`src/rtl/jk_mod_counter.sv`:
```
// rtl/jk_mod_counter.sv - modulo-N up/down counter built from J=K=T toggle cells
// Optional build macro JKCNT_SATURATE_EN: count saturates at the range ends instead of wrapping.
module jk_mod_counter #(
  parameter int WIDTH   = 4,
  parameter int MODULUS = 10
) (
  input  logic             Clock,
  input  logic             Clear,
  input  logic             En,
  input  logic             Up,
  input  logic             Load,
  input  logic [WIDTH-1:0] Din,
  output logic [WIDTH-1:0] Q,
  output logic [WIDTH-1:0] Qbar,
  output logic             TC,
  output logic             Wrap,
  output logic             LoadErr
);

  generate
    if (WIDTH < 2 || WIDTH > 16) begin : g_bad_width
      $error("jk_mod_counter: WIDTH %0d outside 2..16", WIDTH);
    end
    if (MODULUS < 2 || MODULUS > (1 << WIDTH)) begin : g_bad_modulus
      $error("jk_mod_counter: MODULUS %0d outside 2..2**WIDTH", MODULUS);
    end
  endgenerate

  // Compares run at WIDTH+1 bits so MODULUS == 2**WIDTH stays representable.
  localparam logic [WIDTH:0]   MOD_W = (WIDTH+1)'(MODULUS);
  localparam logic [WIDTH:0]   MAX_W = (WIDTH+1)'(MODULUS - 1);
  localparam logic [WIDTH-1:0] MAX_Q = WIDTH'(MODULUS - 1);
  localparam logic [WIDTH-1:0] ONE_Q = WIDTH'(1);

  logic [WIDTH-1:0] qn;
  logic [WIDTH-1:0] t;
  logic             wrap_n;
  logic             load_err_n;
  logic             at_max;
  logic             at_zero;

  assign at_max  = ({1'b0, Q} == MAX_W);
  assign at_zero = (Q == '0);
  assign TC      = Up ? at_max : at_zero;

  always_comb begin
    qn         = Q;
    wrap_n     = 1'b0;
    load_err_n = 1'b0;
    if (Load) begin
      if ({1'b0, Din} < MOD_W) begin
        qn = Din;
      end else begin
        qn         = MAX_Q;
        load_err_n = 1'b1;
      end
    end else if (En) begin
      if (Up) begin
        if (at_max) begin
`ifdef JKCNT_SATURATE_EN
          qn = Q;
`else
          qn     = '0;
          wrap_n = 1'b1;
`endif
        end else begin
          qn = Q + ONE_Q;
        end
      end else begin
        if (at_zero) begin
`ifdef JKCNT_SATURATE_EN
          qn = Q;
`else
          qn     = MAX_Q;
          wrap_n = 1'b1;
`endif
        end else begin
          qn = Q - ONE_Q;
        end
      end
    end
  end

  // Each cell gets J=K=t[i], so only the hold and toggle rows are ever exercised.
  assign t = Q ^ qn;

  always_ff @(posedge Clock) begin
    if (Clear) begin
      Q       <= '0;
      Qbar    <= '1;
      Wrap    <= 1'b0;
      LoadErr <= 1'b0;
    end else begin
      for (int i = 0; i < WIDTH; i++) begin
        case ({t[i], t[i]})
          2'b00:   begin Q[i] <= Q[i];  Qbar[i] <= ~Q[i]; end
          2'b01:   begin Q[i] <= 1'b0;  Qbar[i] <= 1'b1;  end
          2'b10:   begin Q[i] <= 1'b1;  Qbar[i] <= 1'b0;  end
          default: begin Q[i] <= ~Q[i]; Qbar[i] <= Q[i];  end
        endcase
      end
      Wrap    <= wrap_n;
      LoadErr <= load_err_n;
    end
  end

endmodule

```
`config.mk`:
```
export PLATFORM = sky130hd
export DESIGN_NAME = jk_mod_counter
export DESIGN_NICKNAME = d
export VERILOG_FILES = /design/src/rtl/jk_mod_counter.sv
export SDC_FILE = /design/constraint.sdc
export NUM_CORES = 1
export LEC_CHECK = 0
export BUFFER_PORTS_ARGS = -buffer_cell sky130_fd_sc_hd__buf_2
export CORE_MARGIN = 2
export CORE_UTILIZATION = 45
export DETAILED_ROUTE_END_ITERATION = 10
export PLACE_DENSITY = 0.72
export SYNTH_ARGS = -nofsm -noshare
export SYNTH_HDL_FRONTEND = slang
export SYNTH_SLANG_ARGS = --single-unit
```
`constraint.sdc`:
```
create_clock -name Clock -period 3.4 [get_ports Clock]
set_clock_uncertainty 0.15 [all_clocks]
set_input_delay 0.17 -clock Clock [delete_from_list [all_inputs] [get_ports Clock]]
set_output_delay 0.17 -clock Clock [all_outputs]
set_load 0.02 [all_outputs]
```
==> out/summary.md <==
The number of flip-flops and latches in the synthesized netlist was 10; the number of global-route vias before repair was 453. The count of H-tree levels built during CTS was 1; the cell area reported after detailed placement was 704 um^2. The slowest stage of the critical path belongs to the cell dfxtp_1. After detailed routing, the number of remaining DRC violations is 0. The number of synthesized flops with an enable pin is 0, and the proportion of register bits with asynchronous set or reset after synthesis is 0%. The tools report the maximum clock insertion buffer count as 2. The arithmetic-cell share of the synthesized area counting full adders, half adders and majority gates came out at 6.15%. In the finished design, the share of the clock period the worst path needs comes to 61.7%. The tools report the relative max-transition margin as 73.9%. The critical path goes through inv_1 -> ha_1 -> or3b_1 -> a21oi_2 -> buf_2. The initial antenna violation count was 0. The count of pins over their slew limit was 0; the highest fanout seen on the critical path was 7. VDD sags by at most 0.191 mV. After Yosys synthesis, and, or, nand and nor cells account for 32.2% of the synthesized area. The number of violations reported at the end of detailed-routing iteration 0 is 26. The clock root buffer was clkbuf_4. The part of the power in the clock network came out at 26.9%.

The overall routing resource usage is 19.8%. The most common cell after layout, fill and taps aside is buf_2. The post-cts resize count was 0; the highest clock rate was 0.476 GHz.

Setup repair after global routing left no endpoint under its margin. The site row count was 13. Detailed-router iteration count before antenna repair: 4. The worst path needs 2.10 ns of the cycle, external delays included.

The fraction of synthesized cell area in xor and xnor cells works out to 0%. The portion of synthesized area spent on multiplexers is 1.64%. The largest single stage delay on the critical path is 0.38 ns. The height of the chip works out to 40.8 um. The later pin in the worst-skew pair is clocked with a latency of 0.26 ns.

During placement, the flow inserted port buffers numbering 19. Netlist area before placement: 611 um^2. The post-route standard cell area excluding fillers is 727 um^2, and the total number of clock tree sinks is 10. For this design the total switching power over the nets is 0.0888 mW. After clock tree synthesis, the clock-pin slew on the worst setup and hold paths is 0.06 ns. Measured along the x axis, the die boundary spans 40.8 um. The run finished with clean final reports. In the synthesized netlist the dominant register cell turns out to be dfxtp_1.

Counting cells, the worst reg-to-reg path comes to 6. The share of total power dissipated in combinational logic is 26.1%. The worst hold path cell count works out to 3.

By area, the combinational part of the netlist is dominated by simple AND/OR/NAND/NOR gates. Cell internal power was estimated by the tool at 0.197 mW. After detailed routing, the average wire length per cell comes to 12.8 um.

In the routed layout, each cell is associated on average with a via count of 5.63. Once the clock tree was built, the setup fixing pass inserted 0 buffers. The number of unique standard cell types used by synthesis came out at 39. The type of the worst setup path was flop to primary output.

The count of final hold-check violations is 0. The switching power as a share of total power is 31.1%, and the remaining antenna violation count after routing is 0. The startpoint class of the critical path is a flop. The final antenna diode count is 0, and the wire length of the first global-routing pass is 2.11 mm. The synthesized netlist devotes 21.5% of its cell area to compound gates.

Number of violations of the max-capacitance limit: 0. Per report_power, the sequential group accounts for 47.1% of the total. Entering global routing, the biggest net connects 14 pins.

TritonCTS built the clock tree. At the end of routability-driven placement, the weighted congestion stood at 0.874. The run gives 990 um as the final HPWL from detailed placement. The class of the most critical hold timing path was primary input to flop. For the final routed database, the setup TNS stands at 0 ns. The signed area change from the synthesized netlist to the final layout was 19.1%; the number of standard cells after synthesis was 67. In the layout the commonest cells are buf_2 (19), dfxtp_1 (10), nor2_1 (5). The final count of negative-setup-slack endpoints was 0. The worst setup path is captured at a primary output. Power spread over the standard cell area amounts to 393 nW/um^2.

The floorplan step defined a die boundary enclosing 1670 um^2. After synthesis, flip-flops and latches occupy 32.8% of the total area. A synthesized cell averages 9.11 um^2. Net total in the final layout: 99. The post-route netlist has 34.1% of its cells at a drive strength greater than 1. Summed over all cells, the static leakage comes to 0.325 nW. The data arrival time of the critical path came out at 1.78 ns.

The total of hold buffers inserted after clock tree synthesis came out at 0. The Yosys step of the flow raised 0 warnings. The initial core utilization was 47.5%.

The global-route congestion overflow total was 0; the number of buffers created by CTS was 3. The post-synth net total is 79, and the total detailed-routing wirelength is 1.28 mm. The measured slew at the worst slew-check pin was 0.387 ns. The core box area was 1280 um^2; the required time reported for the critical path endpoint was 3.08 ns. The detailed-route via count was 563.

20 I/O pins were placed.
power groups by stage:
stage / combinational, mW / sequential [mW] / clock (mW)
after floorplan: 0.0455 / 0.143 / 0
after global placement: 0.0742 / 0.136 / 0
after detailed placement: 0.0745 / 0.137 / 0
after CTS: 0.0748 / 0.134 / 0.0791
after global routing: 0.0822 / 0.136 / 0.0872
final: 0.0744 / 0.134 / 0.0767
through the flow:
step / util (%) / instances / setup slack, ns / total power [mW] / hold WS (ns)
after floorplan: - / 67 / 1.46 / 0.189 / 0.166
final: 56.6 / 100 / 1.30 / 0.285 / 0.0503
after CTS: 56.6 / 100 / 1.30 / 0.288 / 0.0480
after detailed placement: 54.8 / 97 / 1.51 / 0.211 / 0.316
after global routing: 56.6 / 100 / 1.20 / 0.305 / 0.0685
after global placement: 54.8 / 97 / 1.54 / 0.210 / 0.306
per-layer routing:
metal	vias to the layer above	part of all wire, %	global-route usage, %
met2	24	47	27.3
met3	2	7.0	6.52
met5	-	0	0
li1	283	-	-
met1	254	45	26.8
met4	0	0.78	10.0
synth_stat cells, types with 2 or more instances:
master,count,area [um^2]
and3b_1,2,17.5
nand3_1,2,10.0
ha_1,3,37.5
o21ai_0,2,10.0
buf_2,3,15.0
a21oi_1,2,10.0
nor2b_1,2,12.5
a31oi_1,2,12.5
dfxtp_1,10,200
inv_1,3,11.3
nand2_1,4,15.0
nor2_1,5,18.8
critical path, delay by kind of cell (launching register included):
family                   cells  cell delay (ns)
AO/OA/AOI/OAI                1             0.21
buffers and inverters        2             0.31
flip-flops                   1             0.38
AND/OR/NAND/NOR              1             0.38
adder cells (fa/ha/maj)      1             0.24
path summary, 6_finish.rpt:
path	to	slack, ns	from
worst max-delay path	TC	1.30	Q[0]
worst min-delay path	LoadErr	0.05	Din[1]
worst max register to register	Q[1]	1.50	Q[0]
worst min register to register	Qbar[1]	0.53	Q[1]
cells by family (layout without fill, tap and decap cells):
logic type               count (synthesis)  count (layout)
AO/OA/AOI/OAI                           17              17
multiplexers                             1               1
flip-flops                              10              10
adder cells (fa/ha/maj)                  3               3
AND/OR/NAND/NOR                         28              28
buffers and inverters                    8              26
registers in the layout, summed over array words and instances (netlist names):
register,cells
LoadErr,1
Q,4
Qbar,4
Wrap,1
area by class of cell:
| type | count | area [um^2] |
|---|---|---|
| clock buffers | 3 | 22.5 |
| flip-flops and latches | 10 | 200 |
| fillers | 121 | 558 |
| well taps | 15 | 18.8 |
| inverters | 4 | 15.0 |
| multi-input cells | 49 | 375 |
| repair buffers | 19 | 95.1 |
No activity file was read; power rests on OpenSTA's default activity.
